## config.mk

```make
export PLATFORM = sky130hd
export DESIGN_NAME = kbd_fifo
export DESIGN_NICKNAME = d
export VERILOG_FILES = /design/src/rtl/kbd_pkg.sv /design/src/rtl/sync_fifo.sv /design/src/rtl/kbd_fifo.sv
export SDC_FILE = /design/constraint.sdc
export NUM_CORES = 1
export LEC_CHECK = 0
export CAP_MARGIN = 30
export CORE_MARGIN = 4
export CORE_UTILIZATION = 24
export DETAILED_ROUTE_END_ITERATION = 6
export PLACE_DENSITY = 0.49
export SLEW_MARGIN = 10
export SYNTH_ARGS = -nofsm -noshare
export SYNTH_HDL_FRONTEND = slang
export SYNTH_HIERARCHICAL = 1
export SYNTH_SLANG_ARGS = --single-unit
```

## constraint.sdc

```tcl
create_clock -name clk -period 8.2 [get_ports clk]
set_clock_uncertainty 0.1 [all_clocks]
set_input_delay 1.23 -clock clk [delete_from_list [all_inputs] [get_ports clk]]
set_output_delay 1.23 -clock clk [all_outputs]
set_load 0.03 [all_outputs]
```

## src/rtl/kbd_pkg.sv

```systemverilog
`default_nettype none
// ============================================================================
// Module      : kbd_pkg
// Description : Shared constants for the keyboard input FIFO.
//               - Register offsets from KBD_BASE.
//               - CTRL command and status bit positions.
//               - DATA status bit position.
// Revision    : 1.0 - initial release
// ============================================================================
package kbd_pkg;

  // Register offsets from KBD_BASE
  localparam logic [31:0] DATA_OFS = 32'h0;
  localparam logic [31:0] CTRL_OFS = 32'h4;

  // CTRL write command bits
  localparam int CTRL_POP     = 0;
  localparam int CTRL_CLR_OVF = 1;
  localparam int CTRL_FLUSH   = 2;

  // CTRL read status bits (count occupies bits [DEPTH_LOG2:0])
  localparam int STAT_FULL = 8;
  localparam int STAT_OVF  = 9;

  // DATA read: head byte in [7:0], nonempty flag here
  localparam int DATA_NONEMPTY = 8;

endpackage
`default_nettype wire

```

## src/rtl/sync_fifo.sv

```systemverilog
`default_nettype none
// ============================================================================
// Module      : sync_fifo
// Description : Single-clock FIFO with first-word-fall-through output.
//               dout always shows the entry at the read pointer.
// Ports       : clk, rst (async, active-low)
//               push, pop, flush - requests; flush overrides push and pop
//               din   - write data
//               dout  - head entry (undefined when empty)
//               count - occupancy, 0..2^DEPTH_LOG2
//               full, empty - occupancy flags
// Revision    : 1.0 - initial release
// ============================================================================
module sync_fifo #(
  parameter int WIDTH      = 8,
  parameter int DEPTH_LOG2 = 4
) (
  input  logic                  clk,
  input  logic                  rst,
  input  logic                  push,
  input  logic                  pop,
  input  logic                  flush,
  input  logic [WIDTH-1:0]      din,
  output logic [WIDTH-1:0]      dout,
  output logic [DEPTH_LOG2:0]   count,
  output logic                  full,
  output logic                  empty
);

  localparam int DEPTH = 1 << DEPTH_LOG2;
  localparam logic [DEPTH_LOG2:0] FULL_COUNT = {1'b1, {DEPTH_LOG2{1'b0}}};

  logic [WIDTH-1:0]      mem [DEPTH];
  logic [DEPTH_LOG2-1:0] wptr;
  logic [DEPTH_LOG2-1:0] rptr;
  logic [DEPTH_LOG2:0]   cnt;
  logic                  do_push;
  logic                  do_pop;

  assign empty = (cnt == '0);
  assign full  = (cnt == FULL_COUNT);
  assign count = cnt;
  assign dout  = mem[rptr];

  // A pop on a full FIFO frees the slot the simultaneous push needs.
  assign do_pop  = pop & ~empty & ~flush;
  assign do_push = push & ~flush & (~full | do_pop);

  // Storage is deliberately left out of reset.
  always_ff @(posedge clk) begin
    if (do_push) begin
      mem[wptr] <= din;
    end
  end

  always_ff @(posedge clk or negedge rst) begin
    if (!rst) begin
      wptr <= '0;
      rptr <= '0;
      cnt  <= '0;
    end else if (flush) begin
      wptr <= '0;
      rptr <= '0;
      cnt  <= '0;
    end else begin
      if (do_push) begin
        wptr <= wptr + 1'b1;
      end
      if (do_pop) begin
        rptr <= rptr + 1'b1;
      end
      case ({do_push, do_pop})
        2'b10:   cnt <= cnt + 1'b1;
        2'b01:   cnt <= cnt - 1'b1;
        default: cnt <= cnt;
      endcase
    end
  end

endmodule
`default_nettype wire

```

## src/rtl/kbd_fifo.sv

```systemverilog
`default_nettype none
// ============================================================================
// Module      : kbd_fifo
// Description : Keyboard ASCII buffer between the scancode decoder and the
//               CPU data bus. Exposes the queue as two memory-mapped words:
//               KBD_BASE+0 DATA  read {23'b0, nonempty, head}, writes ignored
//               KBD_BASE+4 CTRL  read {overflow, full, count}
//                                write bit0 pop, bit1 clr ovf, bit2 flush
// Ports       : clk, rst (async, active-low)
//               in_valid, in_data  - decoder byte; rising edge pushes
//               cpu_addr, cpu_wren, cpu_wdata - CPU data bus
//               rdata, hit         - combinational read data / address match
//               irq                - registered, high while FIFO non-empty
// Revision    : 1.0 - initial release
// ============================================================================
module kbd_fifo
  import kbd_pkg::*;
#(
  parameter int          DEPTH_LOG2 = 4,
  parameter logic [31:0] KBD_BASE   = 32'h2000
) (
  input  logic        clk,
  input  logic        rst,
  input  logic        in_valid,
  input  logic [7:0]  in_data,
  input  logic [31:0] cpu_addr,
  input  logic        cpu_wren,
  input  logic [31:0] cpu_wdata,
  output logic [31:0] rdata,
  output logic        hit,
  output logic        irq
);

  localparam logic [31:0] DATA_ADDR = KBD_BASE + DATA_OFS;
  localparam logic [31:0] CTRL_ADDR = KBD_BASE + CTRL_OFS;

  logic                in_prev;
  logic                push_req;
  logic                sel_data;
  logic                sel_ctrl;
  logic                ctrl_wr;
  logic                pop_req;
  logic                clr_req;
  logic                flush_req;
  logic                overflow;
  logic                ovf_set;
  logic [7:0]          dout;
  logic [DEPTH_LOG2:0] count;
  logic                full;
  logic                empty;
  logic                unused_wdata;

  // Only the rising edge of in_valid counts as a key.
  assign push_req = in_valid & ~in_prev;

  assign sel_data = (cpu_addr == DATA_ADDR);
  assign sel_ctrl = (cpu_addr == CTRL_ADDR);
  assign hit      = sel_data | sel_ctrl;

  assign ctrl_wr   = cpu_wren & sel_ctrl;
  assign pop_req   = ctrl_wr & cpu_wdata[CTRL_POP];
  assign clr_req   = ctrl_wr & cpu_wdata[CTRL_CLR_OVF];
  assign flush_req = ctrl_wr & cpu_wdata[CTRL_FLUSH];

  assign unused_wdata = ^cpu_wdata[31:3];

  // Drop only when no slot frees up this cycle; a flush discards silently.
  assign ovf_set = push_req & full & ~pop_req & ~flush_req;

  sync_fifo #(
    .WIDTH      (8),
    .DEPTH_LOG2 (DEPTH_LOG2)
  ) u_fifo (
    .clk   (clk),
    .rst   (rst),
    .push  (push_req),
    .pop   (pop_req),
    .flush (flush_req),
    .din   (in_data),
    .dout  (dout),
    .count (count),
    .full  (full),
    .empty (empty)
  );

  // in_prev resets high so a level already asserted at release is ignored.
  always_ff @(posedge clk or negedge rst) begin
    if (!rst) begin
      in_prev  <= 1'b1;
      overflow <= 1'b0;
      irq      <= 1'b0;
    end else begin
      in_prev <= in_valid;
      irq     <= ~empty;
      if (ovf_set) begin
        overflow <= 1'b1;
      end else if (clr_req) begin
        overflow <= 1'b0;
      end
    end
  end

  always_comb begin
    rdata = '0;
    if (sel_data) begin
      rdata[7:0]           = empty ? 8'h00 : dout;
      rdata[DATA_NONEMPTY] = ~empty;
    end else if (sel_ctrl) begin
      rdata[DEPTH_LOG2:0] = count;
      rdata[STAT_FULL]    = full;
      rdata[STAT_OVF]     = overflow;
    end
  end

endmodule
`default_nettype wire

```

* Word-level counts from Yosys, hierarchy flattened
Memories as Yosys holds them, arrays and structs flattened.
Cells that the tools add are included.
** Cells by class
- Reductions and logical operators :: 5
- Add/sub/neg operators :: 4
- Bitwise gates (word level) :: 19
- Equal/unequal tests :: 5
- Mux-type cells :: 17
** Operators with widths (count)
- 32-bit by 14-bit == test with 1-bit output (second input constant) :: 2
- 4-bit two-way mux :: 4
- 5-bit two-way mux :: 3
- 1-bit bitwise AND :: 12
- 5-bit case mux with 2 select lines :: 1
- 4-bit by 1-bit adder with 4-bit output (second input constant) :: 2
- 8-bit two-way mux :: 1
- 1-bit two-way mux :: 6
- 2-bit nonzero test :: 3
- 5-bit by 1-bit adder with 5-bit output (second input constant) :: 1
- 5-bit == test (second input constant) :: 1
- 5-bit logical NOT :: 1
- 1-bit inverter :: 5
- 5-bit by 1-bit subtractor with 5-bit output (second input constant) :: 1
- 3-bit two-way mux :: 1
- 3-bit nonzero test :: 1
- 2-bit by 1-bit == test with 1-bit output (second input constant) :: 1
- 2-bit == test (second input constant) :: 1
- 2-bit two-way mux :: 1
- 1-bit OR :: 2
** Word-level totals
- RAM bits :: 128
- Memories :: 1
- Input bits :: 76
- Logic and storage cells :: 57
- Output and inout bits :: 34
- Register bits :: 16
** Memory list
- u_fifo.mem :: depth 16, bits a word 8, rd ports 1, clocked after memory_dff 0, wr ports 1, RTL line sync_fifo.sv:33 : logic [WIDTH-1:0] mem [DEPTH];

* Logic depth before layout (Yosys ltp)
- Depth after elaboration :: 10
- Depth in mapped cells :: 15

* Cells and area by module
Netlist, hierarchy kept.
** Modules (own cells, without submodules)
- sync_fifo :: cells each 357, instances 1, area each 5909.4 um^2
- kbd_fifo :: cells each 67, instances 1, area each 508.0 um^2

* Worst setup path before layout
No wires, ideal clock.
- Kind :: input port to flip-flop
- Start point :: input cpu_addr[19]
- End point :: register u_fifo.cnt[4], in the netlist u_fifo/count[4]
- Path slack :: 3.909 ns
- Setup time :: 0.082 ns
- Stages on the path :: 14
- Arrival :: 4.109 ns
- Cell sequence :: nor4_1 > nand4_1 > or2_1 > buf_6 > clkinv_4 > and4_1 > o21ai_0 > or3_1 > fa_1 > nand2b_1 > a21oi_1 > nor2_1 > a211o_1 > a31oi_1
** On the way
- Longest elaborated chain between the ends :: 10
** Ends and longest elaborated chain
- start: declaration :: RTL line kbd_fifo.sv:26 : input logic [31:0] cpu_addr,
- 32-bit by 14-bit == test with 1-bit output (*) :: RTL line kbd_fifo.sv:57 : assign sel_ctrl = (cpu_addr == CTRL_ADDR);
- 1-bit bitwise AND (*) :: RTL line kbd_fifo.sv:60 : assign ctrl_wr = cpu_wren & sel_ctrl;
- 1-bit bitwise AND (*) :: RTL line kbd_fifo.sv:61 : assign pop_req = ctrl_wr & cpu_wdata[CTRL_POP];
- named net pop_req :: RTL line kbd_fifo.sv:42 : logic pop_req;
- 1-bit bitwise AND (*) (2 in a row) :: RTL line sync_fifo.sv:46 : assign do_pop = pop & ~empty & ~flush;
- 1-bit OR :: RTL line sync_fifo.sv:47 : assign do_push = push & ~flush & (~full | do_pop);
- 1-bit bitwise AND :: RTL line sync_fifo.sv:47
- 2-bit by 1-bit == test with 1-bit output or 2-bit == test (tied branches) :: RTL line sync_fifo.sv:72 : case ({do_push, do_pop})
- 5-bit case mux with 2 select lines :: RTL line sync_fifo.sv:72
- 5-bit two-way mux :: RTL line sync_fifo.sv:61 : end else if (flush) begin
- end signal: assignment :: RTL line sync_fifo.sv:73 : 2'b10: cnt <= cnt + 1'b1;
- end signal: assignment :: RTL line sync_fifo.sv:74 : 2'b01: cnt <= cnt - 1'b1;
- end signal: assignment :: RTL line sync_fifo.sv:75 : default: cnt <= cnt;
- end: declaration :: RTL line sync_fifo.sv:36 : logic [DEPTH_LOG2:0] cnt;
Mark *: on every way through the listed nets, which the timed path passes. The rest lies on a longest branch.
A chain may end at the register's enable or synchronous reset.

* Worst setup path in the final report
Same ends and word-level chain as after synthesis.

==> results.yml <==
layout:
  drive_above_1_share_pct: 15.2
  finalNetCount: 572
  finish.utilization_pct: 30.0
  fin_area_mm2: 0.00787
  fin_cells: 835
  synthToLayoutAreaGrowth_pct: 22.6
  antenna_cells_inserted: 0
  fill_cells: 2548
floorplan:
  initial_core_util_pct: 24.5
  die_area_mm2: 0.0294
  die_x_um: 172
  core_mm2: 0.0262
  boundaryPins: 110
  height_of_the_die_um: 172
  placement_rows: 59
detailed_routing:
  initial_detailed_routing_violation_count: 254
  via_per_inst: 4.34
  vias_post_dr: 3626
  drt-total-wl_mm: 13.9
  wl_per_cell_um: 16.6
  drt.antenna.violating_nets: 0
  drt_pass1_iterations: 4
  drcViolationCount: 0
critical_path:
  required_arrival_time_at_the_worst_endpoint_ns: 8.43
  crit_fanout: 8
  crit_path_start_kind: "primary input"
  critPathCaptureType: "register"
  rr_startpoint: "u_fifo/count[0]"
  path_class: "primary input to register"
  cp-startpoint: "cpu_addr[19]"
  critical_path_arrival_ns: 5.06
place:
  placed_cell_area_mm2: 0.00727
  finalWeightedCongestion: 0.758
  numPortBuffers: 58
  place_worst_setup_slack_ns: 2.95
  post_dp_hpwl_mm: 9.57
  instance_count_after_placement_with_tap_cells_included: 803
sta:
  timing.final.max_slew_violations: 0
  fin_crit_ns: 4.84
  holdWs_ns: 0.502
  setup_slack_ns: 3.36
  setup-tns-final_ns: 0
  grt_setup_unrepaired: "no"
  fmax_ghz: 0.207
  setup_viol: 0
  fin_crit_sh_pct: 59.0
  max-slew-margin-rel_pct: 38.2
  worstMarginPinSlew_ns: 0.924
  final-hold-violation-count: 0
logic_synthesis:
  synthesis.area_mm2: 0.00642
  synth-warning-count: 6
  yosys-top-cells-count: "edfxtp_1 (128), nor2_1 (37), mux2i_1 (25)"
  synth-edff-count: 128
  post_synth_num_cell_types: 53
  yosys.area.top_type: "edfxtp_1"
  syn-instance-count: 424
  synth_top_flop_cell: "edfxtp_1"
  synth_area_per_cell_um2: 15.1
  post-synth-top-area-fraction_pct: 59.9
  synth_most_common_cell: "edfxtp_1"
  synth_seq_cells: 144
  synth_seq_area_share_pct: 66.2
  yosys-top-cells-area: "edfxtp_1 (60%), dfrtp_1 (5.8%), mux4_2 (5.6%)"
  async_reset_ff_share_pct: 11.1
global_routing:
  grt_first_pass_wirelength_mm: 20.9
  grtUsageTotal_pct: 9.53
  grt_max_degree: 52
  grt_antenna_before_repair: 0
  via_count_of_the_first_global_routing_pass: 3609
  gr-total-overflow: 0
power_and_ir_drop:
  power_density_mw_per_mm2: 240
  leak_pwr_nw: 2.58
  ir_drop_mv: 0.137
  design_power_total_mw: 1.88
cts:
  cts_hold_buf: 0
  cts.repair.resized: 0
  ctsRootBufferMaster: "clkbuf_16"
  path_clk_slew_ns: 0.06
  post_cts_setup_inserts: 0
  cts_inserted_buffers: 17
  worstSkewPairLatency_ns: 0.42
  largest_buffer_count_on_any_clock_path: 2
  tritoncts: "yes"
  numClockSinks: 144
  htree_levels: 4
status:
  status: "finished clean"
min_path:
  hold_path_class: "register to register"
  min_from: "u_fifo/count[4]"
flow_run:
  drv.max_cap_violation_count: 0
flip-flops by register name (all words and copies together) (netlist names):
register      flops
overflow          1
u_fifo/wptr       4
in_prev           1
u_fifo/count      5
irq               1
u_fifo/rptr       4
u_fifo/mem      128
path summary, 6_finish.rpt:
check,slack [ns],cells after the start,end
worst max-delay path,3.36,14,u_fifo/count[4]
worst min-delay path,0.50,2,irq
worst max register to register,5.06,10,u_fifo/count[4]
worst min register to register,0.50,2,irq
max in group asynchronous,6.29,1,u_fifo/rptr[0]
min in group asynchronous,1.17,1,overflow
critical path, stage by stage:
cell and delay, ns:
clkdlybuf4s50_1 0.42, nor4_1 0.32, nand4_1 0.13, or2_1 0.36, clkinv_4 0.13, and4_1 0.40
o21ai_0 0.23, or3_1 0.39, fa_1 0.40, nand2b_1 0.16, a21oi_1 0.34, nor2_1 0.10
a211o_1 0.28, a31oi_1 0.19
placed cells by master, fill, tap and decap left out, types with 3 or more instances in the layout:
| master | instances |
|---|---|
| conb_1 | 22 |
| inv_1 | 9 |
| nor3_1 | 6 |
| and3_1 | 4 |
| a22oi_1 | 12 |
| nor4_1 | 6 |
| clkdlybuf4s50_1 | 58 |
| buf_4 | 7 |
| ha_1 | 8 |
| nand2_1 | 18 |
| a221oi_1 | 8 |
| o21ai_0 | 18 |
| mux2_2 | 9 |
| nor2_1 | 37 |
| a21oi_1 | 14 |
| nor2b_1 | 3 |
| mux2_1 | 3 |
| xor2_1 | 7 |
| nand2b_1 | 4 |
| clkinv_4 | 3 |
| inv_8 | 5 |
| edfxtp_1 | 128 |
| dfrtp_1 | 14 |
| mux4_2 | 16 |
| mux2i_1 | 25 |
| clkbuf_16 | 17 |
per-layer routing:
metal  vias up  routed length [um]  track usage [%]
met1      1813                6010             12.0
li1       1713                   -                -
met5         -                   0                0
met2        79                7020             15.5
met3        21                 422             1.82
met4         0                 442             5.30
power by group:
group	switching (mW)	internal (mW)	leakage, nW
Clock	0.327	0.434	0.287
Combinational	0.128	0.0905	0.956
Sequential	0.0475	0.858	1.34
Total	0.503	1.38	2.58
cell families (layout without fill, tap and decap cells):
family / after synthesis / count (layout) / share of synthesized area [%]
compound gates: 62 / 62 / 6.59
flops: 144 / 144 / 66.2
other cells: 1 / 22 / 0.0584
buf+inv: 52 / 107 / 5.05
xor+xnor: 9 / 9 / 1.23
mux: 53 / 53 / 11.6
fa+ha+maj: 9 / 9 / 1.87
simple gates: 94 / 94 / 7.43
area by class of cell:
| cell class | count | area, um2 | area share [%] |
|---|---|---|---|
| Sequential cell | 144 | 4250 | 54.0 |
| Multi-Input combinational cell | 249 | 1930 | 24.5 |
| Timing Repair Buffer | 65 | 633 | 8.05 |
| Clock buffer | 17 | 425 | 5.41 |
| Tap cell | 335 | 419 | 5.33 |
| Clock inverter | 15 | 173 | 2.20 |
| Inverter | 10 | 42.5 | 0.541 |
No activity file was read; power rests on OpenSTA's default activity.
